<file path="src/rtl/axis_slave_rx.sv">
// AXI4-Stream slave receive stage: FWFT buffer between the stream master and a
// valid/ready consumer, with per-packet beat/length/packet statistics and a TSTRB error flag.
module axis_slave_rx #(
   parameter int FIFO_DEPTH           = 4,
   parameter int C_S_AXIS_TDATA_WIDTH = 32,
   parameter int CNT_WIDTH            = 16
) (
   input  logic                              S_AXIS_ACLK,
   input  logic                              S_AXIS_ARESET,
   input  logic [C_S_AXIS_TDATA_WIDTH-1:0]   S_AXIS_TDATA,
   input  logic [C_S_AXIS_TDATA_WIDTH/8-1:0] S_AXIS_TSTRB,
   input  logic                              S_AXIS_TVALID,
   input  logic                              S_AXIS_TLAST,
   output logic                              S_AXIS_TREADY,
   output logic [C_S_AXIS_TDATA_WIDTH-1:0]   DATA_out,
   output logic                              LAST_out,
   output logic                              VALID_out,
   input  logic                              READY_out,
   output logic [CNT_WIDTH-1:0]              BEAT_CNT,
   output logic [CNT_WIDTH-1:0]              LAST_PKT_LEN,
   output logic [CNT_WIDTH-1:0]              PKT_CNT,
   output logic                              STRB_ERR
);

   function automatic int clogb2(input int value);
      int v;
      int res;
      v   = value;
      res = 0;
      while (v > 0) begin
         res = res + 1;
         v   = v >> 1;
      end
      if (res < 1) begin
         res = 1;
      end
      return res;
   endfunction

   localparam int PTR_W   = clogb2(FIFO_DEPTH - 1);
   localparam int FILL_W  = PTR_W + 1;
   localparam int STRB_W  = C_S_AXIS_TDATA_WIDTH / 8;
   localparam int ENTRY_W = C_S_AXIS_TDATA_WIDTH + 1;

   localparam logic [PTR_W-1:0]     PTR_ONE   = PTR_W'(1'b1);
   localparam logic [FILL_W-1:0]    FILL_ONE  = FILL_W'(1'b1);
   localparam logic [FILL_W-1:0]    FILL_FULL = FILL_W'(FIFO_DEPTH);
   localparam logic [FILL_W-1:0]    FILL_ZERO = {FILL_W{1'b0}};
   localparam logic [CNT_WIDTH-1:0] CNT_ZERO  = {CNT_WIDTH{1'b0}};
   localparam logic [CNT_WIDTH-1:0] CNT_ONE   = CNT_WIDTH'(1'b1);
   localparam logic [CNT_WIDTH-1:0] CNT_MAX   = {CNT_WIDTH{1'b1}};
   localparam logic [STRB_W-1:0]    STRB_ALL  = {STRB_W{1'b1}};

   logic [ENTRY_W-1:0]   mem_r [FIFO_DEPTH];
   logic [PTR_W-1:0]     wr_ptr_r;
   logic [PTR_W-1:0]     rd_ptr_r;
   logic [FILL_W-1:0]    fill_r;
   logic [FILL_W-1:0]    fill_nxt_s;
   logic                 tready_s;
   logic                 valid_s;
   logic                 push_s;
   logic                 pop_s;
   logic [ENTRY_W-1:0]   head_s;
   logic [CNT_WIDTH-1:0] beat_cnt_r;
   logic [CNT_WIDTH-1:0] beat_inc_s;
   logic [CNT_WIDTH-1:0] last_len_r;
   logic [CNT_WIDTH-1:0] pkt_cnt_r;
   logic                 strb_err_r;

   // Handshake decode, saturated beat increment and next fill level.
   always_comb begin
      tready_s   = (fill_r != FILL_FULL) && !S_AXIS_ARESET;
      valid_s    = (fill_r != FILL_ZERO);
      push_s     = S_AXIS_TVALID && tready_s;
      pop_s      = valid_s && READY_out;
      head_s     = mem_r[rd_ptr_r];
      beat_inc_s = beat_cnt_r;
      fill_nxt_s = fill_r;
      if (beat_cnt_r == CNT_MAX) begin
         beat_inc_s = CNT_MAX;
      end else begin
         beat_inc_s = beat_cnt_r + CNT_ONE;
      end
      case ({push_s, pop_s})
         2'b10:   fill_nxt_s = fill_r + FILL_ONE;
         2'b01:   fill_nxt_s = fill_r - FILL_ONE;
         default: fill_nxt_s = fill_r;
      endcase
   end

   // FIFO storage, pointers and fill level; pointers wrap naturally at the power-of-two depth.
   always_ff @(posedge S_AXIS_ACLK) begin
      if (S_AXIS_ARESET) begin
         for (int i = 0; i < FIFO_DEPTH; i++) begin
            mem_r[i] <= {ENTRY_W{1'b0}};
         end
         wr_ptr_r <= {PTR_W{1'b0}};
         rd_ptr_r <= {PTR_W{1'b0}};
         fill_r   <= FILL_ZERO;
      end else begin
         if (push_s) begin
            mem_r[wr_ptr_r] <= {S_AXIS_TLAST, S_AXIS_TDATA};
            wr_ptr_r        <= wr_ptr_r + PTR_ONE;
         end
         if (pop_s) begin
            rd_ptr_r <= rd_ptr_r + PTR_ONE;
         end
         fill_r <= fill_nxt_s;
      end
   end

   // Packet statistics, updated only on accepted beats; a reset drops any partial packet.
   always_ff @(posedge S_AXIS_ACLK) begin
      if (S_AXIS_ARESET) begin
         beat_cnt_r <= CNT_ZERO;
         last_len_r <= CNT_ZERO;
         pkt_cnt_r  <= CNT_ZERO;
         strb_err_r <= 1'b0;
      end else if (push_s) begin
         if (S_AXIS_TLAST) begin
            last_len_r <= beat_inc_s;
            beat_cnt_r <= CNT_ZERO;
            pkt_cnt_r  <= pkt_cnt_r + CNT_ONE;
         end else begin
            beat_cnt_r <= beat_inc_s;
         end
         if (S_AXIS_TSTRB != STRB_ALL) begin
            strb_err_r <= 1'b1;
         end
      end
   end

   assign S_AXIS_TREADY = tready_s;
   assign VALID_out     = valid_s;
   assign DATA_out      = head_s[C_S_AXIS_TDATA_WIDTH-1:0];
   assign LAST_out      = head_s[C_S_AXIS_TDATA_WIDTH];
   assign BEAT_CNT      = beat_cnt_r;
   assign LAST_PKT_LEN  = last_len_r;
   assign PKT_CNT       = pkt_cnt_r;
   assign STRB_ERR      = strb_err_r;

endmodule

</file>
<file path="config.mk">
export PLATFORM = sky130hd
export DESIGN_NAME = axis_slave_rx
export DESIGN_NICKNAME = d
export VERILOG_FILES = /design/src/rtl/axis_slave_rx.sv
export SDC_FILE = /design/constraint.sdc
export NUM_CORES = 1
export LEC_CHECK = 0
export CELL_PAD_IN_SITES_DETAIL_PLACEMENT = 1
export CELL_PAD_IN_SITES_GLOBAL_PLACEMENT = 1
export CORE_MARGIN = 1.5
export CORE_UTILIZATION = 29
export CTS_CLUSTER_SIZE = 20
export DETAILED_ROUTE_END_ITERATION = 8
export PLACE_DENSITY_LB_ADDON = 0.1
export SYNTH_ARGS = -nofsm -noshare
export SYNTH_HDL_FRONTEND = slang
export SYNTH_SLANG_ARGS = --single-unit
</file>
<file path="constraint.sdc">
create_clock -name S_AXIS_ACLK -period 3.6 [get_ports S_AXIS_ACLK]
set_input_delay 0.72 -clock S_AXIS_ACLK [delete_from_list [all_inputs] [get_ports S_AXIS_ACLK]]
set_output_delay 0.72 -clock S_AXIS_ACLK [all_outputs]
set_load 0.1 [all_outputs]
</file>
==> qor.yml, run 1 <==
synth_seq_area_share: 0.6109
dp.final_hpwl_mm: 14.01
slew_headroom: 0.3385
dieArea_um2: 29960
synth_edf_count: 132
dr.pass1.iters: 4
drc: 0
crit_required_ns: 2.88
wl_per_cell_um: 19.24
fin_ws_ns: 0.6529
path_class: "reg2out"
row_count: 62
portBuffers: 124
fin_area_um2: 10640
synth-seq-cells: 190
grt_setup_unrepaired: "no"
cts-buffers-inserted: 17
drtIter0Drc: 368
power_density_nw_per_um2: 644.8
finalMaxSlewViolations: 0
worst_setup_path_end_kind: "output pin"
fmax_mhz: 339.3
fin_tns_setup_ns: 0
fin_crit_ns: 2.947
synthArstFlopShare: 0
place_ws_ns: 0.4715
hold_start: "STRB_ERR"
leakage_nw: 3.739
numPlacedInstances: 1129
instances_no_fill: 1161
cts_setup_buffers: 0
cp-start-kind: "register"
grt_util_all_layers: 0.1545
fin_skew_ns: 0.01953
cts_tree: "done"
ctsResizeCount: 0
clk-insertion-delay-late_ns: 0.44
core_area_um2: 28630
hp-class: "reg2reg"
finalHoldViolations: 0
r2r_setup_slack_ns: 0.97
antenna_left: 0
reg2reg_to: "fill_r[2]"
dieWidth_um: 173.1
gp_congestion: 0.7488
mostFrequentLayoutCells: "and2_1, edfxtp_1, clkdlybuf4s50_1, buf_4, dfxtp_1"
cts.path.max_buffers: 2
hold_depth: 2
clk_pin_slew_ns: 0.07
r2r.worst_path.cells: 9
area_growth_pct: 26.83
synthesis.area_um2: 8389
post_dp_cell_area_um2: 10030
fillers: 3004
ctsHoldBuffers: 0
max-cap-violations: 0
synthCells: 642
final_nets: 809
clock-sinks: 190
cts_root_buffer: "clkbuf_16"
diodes: 0
via_per_inst: 4.746
r2r_start: "fill_r[2]"
grt_pass1_wl_mm: 35.22
period_share: 0.8186
via_count: 5510
syn_avg_cell_area_um2: 13.07
critPathMaxFanout: 23
hold_end: "STRB_ERR"
fp.dieH_um: 173.1
grt-ovfl-total: 0
syn_nets: 687
cp.arrival_ns: 2.23
drive_above_1_share: 0.1892
antenna_found_initial: 1
grt_pass1_vias: 6092
finalSetupViolCount: 0
grt_max_degree: 37
ir_drop_v: 0.0003027
synth_warnings: 0
wl_mm: 22.34
status: "finished clean"
initial_core_util: 0.2931
worst_pin_slew_ns: 0.9891
ioPinCount: 125
cts_htree_levels: 4
synth_cell_types: 46
synthFlopType: "edfxtp_1"
finalPower_w: 0.006861
[synthesized netlist by cell type (5+ instances only)]
cell type / instances / area share
and2_1: 132 / 0.098
edfxtp_1: 132 / 0.47
dfxtp_1: 58 / 0.14
nor2_1: 41 / 0.018
mux4_2: 33 / 0.089
clkbuf_1: 32 / 0.014
a21oi_1: 22 / 0.013
o21ai_0: 21 / 0.013
inv_1: 16 / 0.0072
a211oi_1: 15 / 0.013
nand2_1: 15 / 0.0067
xnor2_1: 12 / 0.013
nand3_1: 11 / 0.0066
nand4_1: 8 / 0.0060
nor3_1: 8 / 0.0048
xor2_1: 8 / 0.0084
or4_1: 7 / 0.0063
or3_1: 6 / 0.0045
a21o_1: 5 / 0.0045
a22o_1: 5 / 0.0052
nor4_1: 5 / 0.0037
o31ai_1: 5 / 0.0045
or2_2: 5 / 0.0037
[layout make-up]
class	instances	area [um^2]	area share
flip-flops and latches	190	5127	0.4819
well taps	384	480.5	0.04516
clock buffers	18	429.2	0.04033
clock inverters	14	182.7	0.01717
repair buffers	141	1301	0.1223
inverters	16	60.06	0.005644
multi-input cells	398	3059	0.2875
[registers in the layout (all words and copies together), names as in the netlist, named ones only]
signal and count:
fill_r 3, PKT_CNT 16, LAST_PKT_LEN 16, rd_ptr_r 2, BEAT_CNT 16, wr_ptr_r 2, STRB_ERR 1, mem_r 132
[metrics by stage]
| step | hold slack, ns | util |
|---|---|---|
| finish | 0.4808 | 0.3717 |
| floorplan | 0.4813 | - |
| global placement | 0.4563 | 0.3503 |
| detailed placement | 0.4756 | 0.3503 |
| CTS | 0.4933 | 0.3717 |
| global route | 0.5087 | 0.3717 |
[report_power, final]
| part | switching, W | total (W) | internal [W] |
|---|---|---|---|
| clock network | 0.000985 | 0.00193 | 0.000950 |
| registers | 0.000116 | 0.00262 | 0.00251 |
| logic | 0.00167 | 0.00230 | 0.000636 |
| total | 0.00277 | 0.00686 | 0.00409 |
[how the worst max path moves through the flow]
stage | start | endpoint | slack [ns] | cells after the start
floorplan | S_AXIS_ARESET | S_AXIS_TREADY | 0.39 | 4
global placement | S_AXIS_TVALID | fill_r[2] | 0.59 | 9
detailed placement | S_AXIS_TVALID | fill_r[2] | 0.47 | 9
CTS | register | DATA_out[0] | 0.55 | 3
global route | register | DATA_out[0] | 0.49 | 3
finish | register | DATA_out[0] | 0.65 | 3
[cells by family (layout without fill, tap and decap cells)]
group / after synthesis / after routing / synth area share
simple gates: 252 / 252 / 0.1772
fa+ha+maj: 4 / 4 / 0.006861
flops: 190 / 190 / 0.6109
xor+xnor: 20 / 20 / 0.02088
buf+inv: 54 / 189 / 0.02655
compound gates: 88 / 88 / 0.06771
mux: 34 / 34 / 0.08993
[worst max-delay path, cell delays in order, from the launching register on]
cell	delay (ns)
dfxtp_2	0.64
buf_12	0.30
mux4_2	0.58
buf_4	0.26
[routing by layer]
metal	track usage	share of wire	routed length, um	up-vias
met5	0	0	0	-
met4	0.03587	0.0075	167	0
met3	0.03518	0.043	950	10
met2	0.2747	0.52	11600	107
met1	0.1900	0.43	9620	2791
li1	-	-	-	2602
Power figures use the tool's default switching activity.
==> inputs of run 2 (changes only) <==
- clock period: 3.6 -> 2.4 ns (I/O delays scaled with it)
==> run 2 against run 1 <==
  * Worst setup slack got worse by 0.58 ns
  * First-iteration DRC count decreased by 24%
  * Sequential share of layout area decreased by 2.4 points
  * Critical endpoint is now DATA_out[31]
  * Largest power group is now combinational logic
==> qor.yml, run 2 (synthesis results as in run 1) <==
via_per_inst: 4.678  # -1.4%
cp.arrival_ns: 1.85  # -0.38 ns
cts-buffers-inserted: 17  # unchanged
core_area_um2: 28630  # unchanged
largest_register_ff_count: 132  # unchanged
dieArea_um2: 29960  # unchanged
path_class: "reg2out"
clock-sinks: 190  # unchanged
drive_above_1_share: 0.2814  # +0.09226
finalPower_w: 0.01092  # +59%
max-cap-violations: 0  # unchanged
instances_no_fill: 1188  # +2.3%
fp.dieH_um: 173.1  # unchanged
drc: 0  # unchanged
crit_required_ns: 1.92  # -0.96 ns
worst_setup_path_end_kind: "output pin"
leakage_nw: 4.090  # +9.4%
grt_max_degree: 36  # -2.7%
dr.pass1.iters: 4  # unchanged
fin_hold_ws_ns: 0.4914  # +0.01056 ns
ioPinCount: 125  # unchanged
ir_drop_v: 0.0003425  # +13%
row_count: 62  # unchanged
regArea_um2: 5142  # +0.29%
final_nets: 835  # +3.2%
dp.final_hpwl_mm: 14.68  # +4.8%
worst_pin_slew_ns: 0.6497  # -0.3394 ns
fillers: 2964  # -1.3%
dieWidth_um: 173.1  # unchanged
finalMaxSlewViolations: 0  # unchanged
largest-register: "mem_r"
ctsHoldBuffers: 0  # unchanged
cts_tree: "done"
finalHoldViolations: 0  # unchanged
ctsResizeCount: 0  # unchanged
clk_pin_slew_ns: 0.07  # about the same
drtIter0Drc: 280  # -24%
portBuffers: 124  # unchanged
cts.path.max_buffers: 2  # unchanged
initial_core_util: 0.2931  # unchanged
slew_headroom: 0.5629  # +0.2244
critPathMaxFanout: 23  # unchanged
period_share: 0.9709
cts_htree_levels: 4  # unchanged
wl_per_cell_um: 18.74  # -2.6%
multi_input_area_um2: 3062  # about the same
status: "finished clean"
numPlacedInstances: 1154  # +2.2%
hp-class: "reg2reg"
cp-start-kind: "register"
grt_util_all_layers: 0.1539  # -0.0006096
wl_mm: 22.26  # -0.35%
via_count: 5558  # +0.87%
grt_setup_unrepaired: "no"
area_growth_pct: 33.93
gp_congestion: 0.7833  # +4.6%
antenna_found_initial: 1  # unchanged
finalCoreUtilization: 0.3925  # +0.02081
cts_setup_buffers: 0  # unchanged
fmax_mhz: 429.2
mostFrequentLayoutCells: "and2_1, edfxtp_1, buf_4, dfxtp_1, buf_12"
clk-insertion-delay-late_ns: 0.44  # about the same
cts_root_buffer: "clkbuf_16"
grt_pass1_wl_mm: 35.31  # +0.26%
fin_skew_ns: 0.01806  # -0.001469 ns
finalSetupViolCount: 0  # unchanged
antenna_left: 0  # unchanged
fin_crit_ns: 2.330
grt_pass1_vias: 6071  # -0.34%
power_density_nw_per_um2: 971.7  # +51%
grt-ovfl-total: 0  # unchanged
==> run 2: layout make-up <==
class / instances / area share
timing repair buffer: 167 / 0.1706
clock buffer: 17 / 0.03786
antenna: 1 / 0.0002227
clock inverter: 15 / 0.01303
sequential: 190 / 0.4577
tap: 384 / 0.04276
inverter: 16 / 0.005345
multi-input combinational: 398 / 0.2725
==> run 2: worst max-delay path, stage by stage (launching register included) <==
cell	delay, ns
dfxtp_2	0.56
buf_12	0.25
mux4_2	0.40
buf_12	0.20
==> run 2: path summary, 6_finish.rpt <==
kind,slack [ns],start,endpoint,depth (start not counted)
worst max-delay path,0.07,register,DATA_out[31],3
worst min-delay path,0.49,STRB_ERR,STRB_ERR,2
worst max register to register,0.17,fill_r[2],fill_r[2],9
worst min register to register,0.49,STRB_ERR,STRB_ERR,2
==> run 2: through the flow <==
step	TNS, ns	setup WS, ns	cell area [um^2]
floorplan	0	0.001654	8407
global placement	-5.408	-0.1394	10640
detailed placement	-13.53	-0.2285	10640
CTS	0	0.009384	11210
global route	0	0.005536	11230
finish	0	0.06988	11240
==> run 2: report_power, final <==
part | internal, W | switching, W | total [W] | leakage, nW
Sequential | 0.00376 | 0.000128 | 0.00389 | 1.85
Combinational | 0.00159 | 0.00269 | 0.00428 | 1.97
Clock | 0.00138 | 0.00137 | 0.00275 | 0.272
==> run 2: routing by layer <==
| layer | part of all wire | global-route usage | routed length, um |
|---|---|---|---|
| met1 | 0.45 | 0.1927 | 9941 |
| met2 | 0.52 | 0.2698 | 11510 |
| met3 | 0.028 | 0.02858 | 631 |
| met4 | 0.0082 | 0.04565 | 182 |
| met5 | 0 | 0 | 0 |
==> inputs of run 3 (changes only) <==
- CTS_BUF_LIST: not set -> sky130_fd_sc_hd__clkbuf_4 sky130_fd_sc_hd__clkbuf_8 sky130_fd_sc_hd__clkbuf_16
- SKIP_LAST_GASP: not set -> 1
==> results of run 3 <==
The final DEF is identical to that of run 2; final timing and power are the same.
